$ cat src/rtl/store_buffer.sv
// Speculative in-order store buffer: LSU stores wait for ROB commit, then drain to the D-cache.
// Define STORE_BUFFER_FWD_EN for byte-accurate load forwarding; otherwise word-address hits stall.
module store_buffer #(
    parameter int DATA_WIDTH = 32,
    parameter int ADDR_BITS  = 32,
    parameter int MICROOP    = 5,
    parameter int ROB_TICKET = 3,
    parameter int DEPTH      = 4
) (
    input  logic                  clk,
    input  logic                  rst_n,
    input  logic                  push_valid,
    input  logic [ADDR_BITS-1:0]  push_address,
    input  logic [DATA_WIDTH-1:0] push_data,
    input  logic [MICROOP-1:0]    push_microop,
    input  logic [ROB_TICKET-1:0] push_ticket,
    output logic                  full,
    output logic                  empty,
    input  logic                  commit_valid,
    input  logic [ROB_TICKET-1:0] commit_ticket,
    input  logic                  flush,
    input  logic [ADDR_BITS-1:0]  frw_address,
    input  logic [MICROOP-1:0]    frw_microop,
    output logic [DATA_WIDTH-1:0] frw_data,
    output logic                  frw_valid,
    output logic                  frw_stall,
    output logic                  cache_wb_valid,
    output logic [ADDR_BITS-1:0]  cache_wb_address,
    output logic [DATA_WIDTH-1:0] cache_wb_data,
    output logic [MICROOP-1:0]    cache_wb_microop,
    input  logic                  cache_wb_ready
);
    localparam int PW = $clog2(DEPTH);
    localparam int CW = PW + 1;

    localparam logic [MICROOP-1:0] OP_LW  = MICROOP'(1);
    localparam logic [MICROOP-1:0] OP_LH  = MICROOP'(2);
    localparam logic [MICROOP-1:0] OP_LHU = MICROOP'(3);
    localparam logic [MICROOP-1:0] OP_LB  = MICROOP'(4);
    localparam logic [MICROOP-1:0] OP_LBU = MICROOP'(5);
    localparam logic [MICROOP-1:0] OP_SW  = MICROOP'(6);
    localparam logic [MICROOP-1:0] OP_SH  = MICROOP'(7);
    localparam logic [MICROOP-1:0] OP_SB  = MICROOP'(8);

    logic [PW-1:0] head_q, head_d, cmt_q, cmt_d, tail_q, tail_d;
    logic [CW-1:0] count_q, count_d, ncmt_q, ncmt_d;

    logic [ADDR_BITS-1:0]  addr_q [DEPTH];
    logic [DATA_WIDTH-1:0] data_q [DEPTH];
    logic [MICROOP-1:0]    uop_q  [DEPTH];
    logic [ROB_TICKET-1:0] tkt_q  [DEPTH];
    logic [3:0]            mask_q [DEPTH];

    logic push_fire, commit_fire, drain_fire;

    function automatic logic [3:0] byte_mask(input logic [MICROOP-1:0] uop, input logic [1:0] off);
        logic [3:0] sz;
        logic [7:0] sh;
        case (uop)
            OP_SW, OP_LW:         sz = 4'b1111;
            OP_SH, OP_LH, OP_LHU: sz = 4'b0011;
            OP_SB, OP_LB, OP_LBU: sz = 4'b0001;
            default:              sz = 4'b0000;
        endcase
        sh = {4'b0000, sz} << off;
        return sh[3:0];
    endfunction

    assign full           = (count_q == CW'(DEPTH));
    assign empty          = (count_q == '0);
    assign cache_wb_valid = (ncmt_q != '0);
    assign commit_fire    = commit_valid && (count_q > ncmt_q);
    assign drain_fire     = cache_wb_valid && cache_wb_ready;
    assign push_fire      = push_valid && !full && !flush;

    assign cache_wb_address = addr_q[head_q];
    assign cache_wb_data    = data_q[head_q];
    assign cache_wb_microop = uop_q[head_q];

    // Same-edge ordering: commit, then drain, then flush (rewinds to committed state), then push.
    always_comb begin
        head_d  = head_q + PW'(drain_fire);
        cmt_d   = cmt_q + PW'(commit_fire);
        ncmt_d  = ncmt_q + CW'(commit_fire) - CW'(drain_fire);
        count_d = count_q - CW'(drain_fire);
        tail_d  = tail_q;
        if (flush) begin
            tail_d  = cmt_d;
            count_d = ncmt_d;
        end else if (push_fire) begin
            tail_d  = tail_q + PW'(1);
            count_d = count_d + CW'(1);
        end
    end

    always_ff @(posedge clk or negedge rst_n) begin
        if (!rst_n) begin
            head_q  <= '0;
            cmt_q   <= '0;
            tail_q  <= '0;
            count_q <= '0;
            ncmt_q  <= '0;
            for (int unsigned i = 0; i < DEPTH; i++) begin
                addr_q[i] <= '0;
                data_q[i] <= '0;
                uop_q[i]  <= '0;
                tkt_q[i]  <= '0;
                mask_q[i] <= '0;
            end
        end else begin
            head_q  <= head_d;
            cmt_q   <= cmt_d;
            tail_q  <= tail_d;
            count_q <= count_d;
            ncmt_q  <= ncmt_d;
            if (push_fire) begin
                addr_q[tail_q] <= push_address;
                data_q[tail_q] <= push_data;
                uop_q[tail_q]  <= push_microop;
                tkt_q[tail_q]  <= push_ticket;
                mask_q[tail_q] <= byte_mask(push_microop, push_address[1:0]);
            end
        end
    end

`ifdef STORE_BUFFER_FWD_EN
    logic [3:0]            ld_mask, sz_mask;
    logic [PW-1:0]         idx, sel;
    logic                  found;
    logic [1:0]            shift;
    logic [DATA_WIDTH-1:0] lane_bits;

    // Walk youngest to oldest; the first byte-overlapping entry decides hit or stall.
    always_comb begin
        ld_mask   = byte_mask(frw_microop, frw_address[1:0]);
        sz_mask   = byte_mask(frw_microop, 2'b00);
        idx       = '0;
        sel       = '0;
        found     = 1'b0;
        shift     = '0;
        lane_bits = '0;
        frw_valid = 1'b0;
        frw_stall = 1'b0;
        frw_data  = '0;
        for (int unsigned k = 0; k < DEPTH; k++) begin
            idx = tail_q - PW'(k + 1);
            if (!found && (CW'(k) < count_q)
                && (addr_q[idx][ADDR_BITS-1:2] == frw_address[ADDR_BITS-1:2])
                && ((mask_q[idx] & ld_mask) != 4'b0000)) begin
                found = 1'b1;
                sel   = idx;
            end
        end
        for (int unsigned l = 0; l < 4; l++) begin
            lane_bits[8*l +: 8] = {8{sz_mask[l]}};
        end
        shift = frw_address[1:0] - addr_q[sel][1:0];
        if (found) begin
            if ((mask_q[sel] & ld_mask) == ld_mask) begin
                frw_valid = 1'b1;
                frw_data  = (data_q[sel] >> {shift, 3'b000}) & lane_bits;
            end else begin
                frw_stall = 1'b1;
            end
        end
    end

    logic unused_sink;
    assign unused_sink = ^{commit_ticket, tkt_q[cmt_q]};
`else
    logic [PW-1:0] idx;

    always_comb begin
        idx       = '0;
        frw_valid = 1'b0;
        frw_data  = '0;
        frw_stall = 1'b0;
        for (int unsigned k = 0; k < DEPTH; k++) begin
            idx = head_q + PW'(k);
            if ((CW'(k) < count_q)
                && (addr_q[idx][ADDR_BITS-1:2] == frw_address[ADDR_BITS-1:2])) begin
                frw_stall = 1'b1;
            end
        end
    end

    logic unused_sink;
    assign unused_sink = ^{commit_ticket, tkt_q[cmt_q], frw_microop, frw_address[1:0], mask_q[head_q]};
`endif

endmodule

$ cat config.mk
export PLATFORM = sky130hd
export DESIGN_NAME = store_buffer
export DESIGN_NICKNAME = d
export VERILOG_FILES = /design/src/rtl/store_buffer.sv
export SDC_FILE = /design/constraint.sdc
export NUM_CORES = 1
export LEC_CHECK = 0
export BUFFER_PORTS_ARGS = -buffer_cell sky130_fd_sc_hd__buf_4
export CAP_MARGIN = 20
export CORE_UTILIZATION = 30
export CTS_CLUSTER_DIAMETER = 150
export CTS_CLUSTER_SIZE = 40
export DETAILED_ROUTE_END_ITERATION = 16
export PLACE_DENSITY = 0.46
export SLEW_MARGIN = 30
export SYNTH_ARGS = -nofsm -noshare
export SYNTH_HDL_FRONTEND = slang
export SYNTH_SLANG_ARGS = --single-unit
$ cat constraint.sdc
create_clock -name clk -period 2.8 [get_ports clk]
set_input_delay 0.14 -clock clk [delete_from_list [all_inputs] [get_ports clk]]
set_output_delay 0.14 -clock clk [all_outputs]
set_load 0.02 [all_outputs]
Yosys cells after proc, flatten, opt, wreduce, memory -nomap -nowiden
Cells that the tools add are included.
- bits in registers: 288
- latch bits: 0
- memory bits (writable): 0
- ROM bits: 0
- bits of input ports: 118
- output and inout bits: 106
- memories kept: 0
- $add $sub $neg: 10
- multipliers: 0
- div/mod/pow operators: 0
- $lt $le $gt $ge: 11
- eq/ne operators: 5
- shift operators: 0
- mux-type cells: 33
- bitwise operators: 5
- reductions and logical operators: 14
- operator list (cell ; number):
    two-way mux 32 bit ; 11
    binary-select mux 32 bit (select 2 bit) ; 5
    bitwise mux 128 bit ; 2
    == test 30 bit ; 4
    demux 32 bit (select 2 bit) ; 1
    bitwise mux 20 bit ; 1
    >= comparator 3 bit (second input constant) ; 5
    two-way mux 5 bit ; 3
    inverter 2 -> 3 bit ; 5
    binary-select mux 5 bit (select 2 bit) ; 1
    demux 5 bit (select 2 bit) ; 1
    logical AND 1 bit ; 9
    less-than comparator 1 x 3 -> 1 bit (first input constant) ; 2
    less-than comparator 2 x 3 -> 1 bit (first input constant) ; 2
    two-way mux 3 bit ; 2
    subtractor 3 x 1 -> 3 bit ; 2
    adder 2 x 1 -> 2 bit ; 2
    adder 2 x 1 -> 2 bit (second input constant) ; 2
    adder 2 bit (second input constant) ; 2
    two-way mux 1 bit ; 4
    two-way mux 2 bit ; 2
    adder 3 x 1 -> 3 bit ; 1
    adder 3 x 1 -> 3 bit (second input constant) ; 1
    == test 3 bit (second input constant) ; 1
    other kinds (6) ; 7

Logic depth before layout (Yosys ltp)
- word-level depth: 10
- mapped depth: 13
- depth with buffers taken out: 13

Least setup slack after synthesis
Ideal clock, no wire load.
- path type: register to output
- start point: register head_q[1]
- end point: output frw_stall
- arrival time: 2.909 ns
- slack: -0.249 ns
- stages on the path, launching flop included: 9
- cells stage by stage: dfrtp_1 > buf_6 > buf_12 > mux2i_1 > mux2i_1 > o22ai_1 > or4_1 > or4_1 > o311ai_1
- cells in the longest elaborated chain, start to end: 10
- elaborated cells between the ends (all ways): 31
- classes of those cells: 3 x add/sub; 4 x eq/ne; 16 x mux; 4 x bitwise; 4 x reduce/logical
- ends and longest elaborated chain (element ; RTL line ; text):
    from (decl) ; 45 ; logic [PW-1:0] head_q, head_d, cmt_q, cmt_d, tail_q, tail_d;
    from (signal assigned) ; 98 ; head_q <= '0;
    from (signal assigned) ; 111 ; head_q <= head_d;
    inverter 2 -> 3 bit ; -- ;
    binary-select mux 32 bit (select 2 bit) ; -- ;
    two-way mux 32 bit (2 in series) ; -- ;
    net cache_wb_address[17] ; 28 ; output logic [ADDR_BITS-1:0] cache_wb_address,
    == test 30 bit ; 181 ; && (addr_q[idx][ADDR_BITS-1:2] == frw_address[ADDR_BITS-1:2])) begin
    logical AND 1 bit ; 181 ;
    two-way mux 1 bit (4 in series) ; 180 ; if ((CW'(k) < count_q)
    to (decl) ; 26 ; output logic frw_stall,
The timed path passes the listed nets, and every way through them passes these cells. The select of a mux whose other input is x is not followed.

Final worst setup path
- start point: register head_q[1]
- end point: output frw_stall
- cells in the longest elaborated chain, start to end: 10
- elaborated cells between the ends (all ways): 31
- classes of those cells: 3 x add/sub; 4 x eq/ne; 16 x mux; 4 x bitwise; 4 x reduce/logical
- ends and longest elaborated chain (element ; RTL line):
    adder 2 x 1 -> 2 bit or inverter 2 -> 3 bit (tied branches) ; 179, 181
    inverter 2 -> 3 bit (implied by the code) or binary-select mux 32 bit (select 2 bit) (tied branches) ; 181
    binary-select mux 32 bit (select 2 bit) or two-way mux 32 bit (tied branches) ; 181
    two-way mux 32 bit (implied by the code) ; 181
    two-way mux 32 bit (implied by the code) or == test 30 bit (tied branches) ; 181
    == test 30 bit or logical AND 1 bit (tied branches) ; 181
    logical AND 1 bit or two-way mux 1 bit (tied branches) ; 181, 180
    two-way mux 1 bit (2 in series) ; 180
    two-way mux 1 bit (*) ; 180
Mark *: on every way between the ends. The rest lies on a longest branch, timed or not. The select of a mux whose other input is x is not followed.

==> impl_metrics.yaml <==
status:
  run_status: "finished, violations left"
  violations: "setup timing"
timing:
  worstMarginPinSlew_ns: 0.752
  postLayoutSetupSlackWorst_ns: -0.748
  finalSetupViolCount: 1
  maxSlewHeadroom_pct: 49.5
  hold_viol: 0
  skew_ns: 0.0516
  min_period_ns: 3.55
  fmax_mhz: 282
  final_max_slew_viol_count: 0
  period_share_pct: 127
  grt_setup_unrepaired: "true"
  fin_setup_tns_ns: -0.748
setup_path:
  critPathLaunchType: "register"
  reg2reg_depth: 7
  arrival_ns: 3.41
  end_kind: "primary output"
  path_class: "register to primary output"
  worstPathMaxFanout: 5
  required_ns: 2.66
placement:
  place.gp.congestion: 0.890
  dpl_worst_slack_ns: -0.315
  numPortBuffers: 177
  placed_area_um2: 19800
  post-dp-hpwl_um: 38100
die:
  ios: 224
  die_x_um: 237
  num_rows: 85
  initial_utilization_pct: 30.6
  die_y_um: 237
  dieArea_um2: 56200
  core_um2: 54200
synth:
  synth_area_um2: 16600
  yosysSeqAreaShare_pct: 43.5
  synth_top_area_share_pct: 43.5
  syn_area_per_cell_um2: 13.3
  yosysUniqueCellTypes: 53
  synth.top_cells.by_count: "dfrtp_1 (288), mux2_2 (284), mux2i_1 (114), mux4_2 (82), xnor2_1 (66)"
  synthFlopType: "dfrtp_1"
  netlist_instances: 1247
  synth_top_area_cell: "dfrtp_1"
  yosysMostFrequentCell: "dfrtp_1"
  ys_warn_count: 0
  synth-edff-count: 0
  ys_ff_latch: 288
  async_flop_share_pct: 100
  synth.area.top_cells: "dfrtp_1 (43%), mux2_2 (19%), mux4_2 (11%)"
global_route:
  grt_start_max_net_pins: 72
  grt_pass1_vias: 12400
  antenna_found_initial: 2
  grt_usage_pct: 18.4
  grt-ovfl-total: 0
  grt_pass1_wl_um: 78600
pwr:
  pwr-share-clk_pct: 8.3
  p_leak_uw: 0.00940
  ir_drop_v: 0.000702
  power_density_nw_per_um2: 1340
  seq_power_share_pct: 27.1
  intPower_uw: 16900
  combPwrFrac_pct: 64.6
  p_switching_uw: 11800
  power.total_uw: 28700
  p_sw_share_pct: 41.0
drt:
  drc: 0
  wl_um: 51100
  vias_per_cell: 5.07
  ant_nets: 0
  vias: 11700
  first_pass_iters: 5
  drt-initial-drc-count: 608
  drt-wirelength-per-cell_um: 22.2
cts:
  clk_pin_slew_ns: 0.14
  clockBufferDepth: 3
  cts_tree: "built"
  clk_latency_ns: 0.54
  h-tree-depth: 1
  cts_buffers: 12
  cts_sinks: 288
  cts-root-buf: "clkbuf_16"
hold_path:
  hp-class: "primary input to register"
  worstHoldPathCells: 4
final_layout:
  syn2layout_area_growth_pct: 29.1
  nNetsFinal: 1739
  n_antenna_cell: 0
  drive_above_1_share_pct: 49.5
  post-route-cell-area_um2: 21400
  nFillCells: 5233
flow_run:
  drv_cap: 0
metrics by stage:
step	util (%)	cells	hold slack, ns
after floorplan	-	1279	-0.156
after global placement	36.4	2195	0.134
after detailed placement	36.4	2195	0.130
after CTS	39.3	2302	0.00641
after global routing	39.5	2305	0.0259
final	39.5	2305	0.0398
sequential cells by signal, indices dropped and copies added (netlist names):
name / cells
uop_q: 20
ncmt_q: 3
head_q: 2
cmt_q: 2
addr_q: 128
tail_q: 2
count_q: 3
data_q: 128
power by group through the flow:
| stage | clock (µW) | sequential (µW) | combinational, µW |
|---|---|---|---|
| after detailed placement | 0 | 7830 | 17600 |
| final | 2390 | 7780 | 18500 |
| after global routing | 2640 | 8100 | 19800 |
| after CTS | 2500 | 7770 | 18500 |
| after global placement | 0 | 7770 | 17500 |
| after floorplan | 0 | 7270 | 10900 |
layout make-up:
cell class	count	area [µm²]	share of cell area, %
clock inverters	3	68.8	0.322
well taps	696	871	4.07
flip-flops and latches	288	7210	33.7
multi-input cells	848	8990	42.0
repair buffers	435	3830	17.9
inverters	21	86.3	0.403
clock buffers	14	339	1.58
kinds of logic (layout without fill, tap and decap cells):
kind of cell / after synthesis / after routing / share of synthesized area [%]
flops: 288 / 288 / 43.5
other cells: 1 / 33 / 0.0226
mux: 482 / 482 / 37.5
buf+inv: 143 / 473 / 4.70
compound gates: 112 / 112 / 4.42
simple gates: 100 / 100 / 3.06
fa+ha+maj: 15 / 15 / 1.18
xor+xnor: 106 / 106 / 5.60
path summary, 6_finish.rpt:
check / slack [ns] / endpoint / from
setup / recovery: -0.75 / frw_stall / head_q[1]
hold / removal: 0.04 / count_q[2] / push_valid
setup reg to reg: 0.24 / data_q[74] / count_q[2]
hold reg to reg: 0.47 / cmt_q[1] / cmt_q[1]
max in group asynchronous: 1.81 / data_q[108] / rst_n
min in group asynchronous: 0.13 / addr_q[78] / rst_n
cell usage in the layout (no fill, tap or decap), types with 8 or more instances in the layout:
master / Yosys / final
nand3_1: 8 / 8
mux2i_2: 1 / 18
o22ai_1: 18 / 17
dfrtp_1: 288 / 286
a21oi_1: 19 / 17
buf_4: 42 / 328
inv_1: 20 / 20
nor3_1: 12 / 12
nand2_1: 28 / 24
mux2i_1: 114 / 91
clkbuf_16: 0 / 13
xor2_1: 40 / 39
o21ai_0: 28 / 26
dlygate4sd3_1: 0 / 72
xnor2_1: 66 / 63
ha_1: 14 / 14
nand4_1: 9 / 9
nor2_1: 16 / 16
mux2_2: 284 / 284
conb_1: 1 / 33
mux4_2: 82 / 82
buf_12: 1 / 25
repair_timing:
action,4_1_cts,5_1_grt
gates cloned,2,0
endpoints found under the hold margin,350,0
pin swaps,11,6
gates resized for setup,52,14
endpoints found under the setup margin,38,38
hold buffers,72,0
buffers inserted,16,3
worst max-delay path, cell delays in order (launching register included):
cell      delay [ns]
dfrtp_4         0.52
buf_12          0.16
buf_6           0.14
mux2i_4         0.20
mux2i_4         0.20
o22ai_1         0.11
or4_1           0.53
or4_4           0.56
o311ai_4        0.28
buf_6           0.17
layer usage:
metal | wire length, µm | GRT usage [%] | part of all wire, %
met2 | 24300 | 30.4 | 47
met3 | 2730 | 3.71 | 5.3
met5 | 21 | 0 | 0.041
met4 | 805 | 3.50 | 1.6
met1 | 23300 | 25.1 | 46
Note: power is estimated with default switching activity, not from simulation.
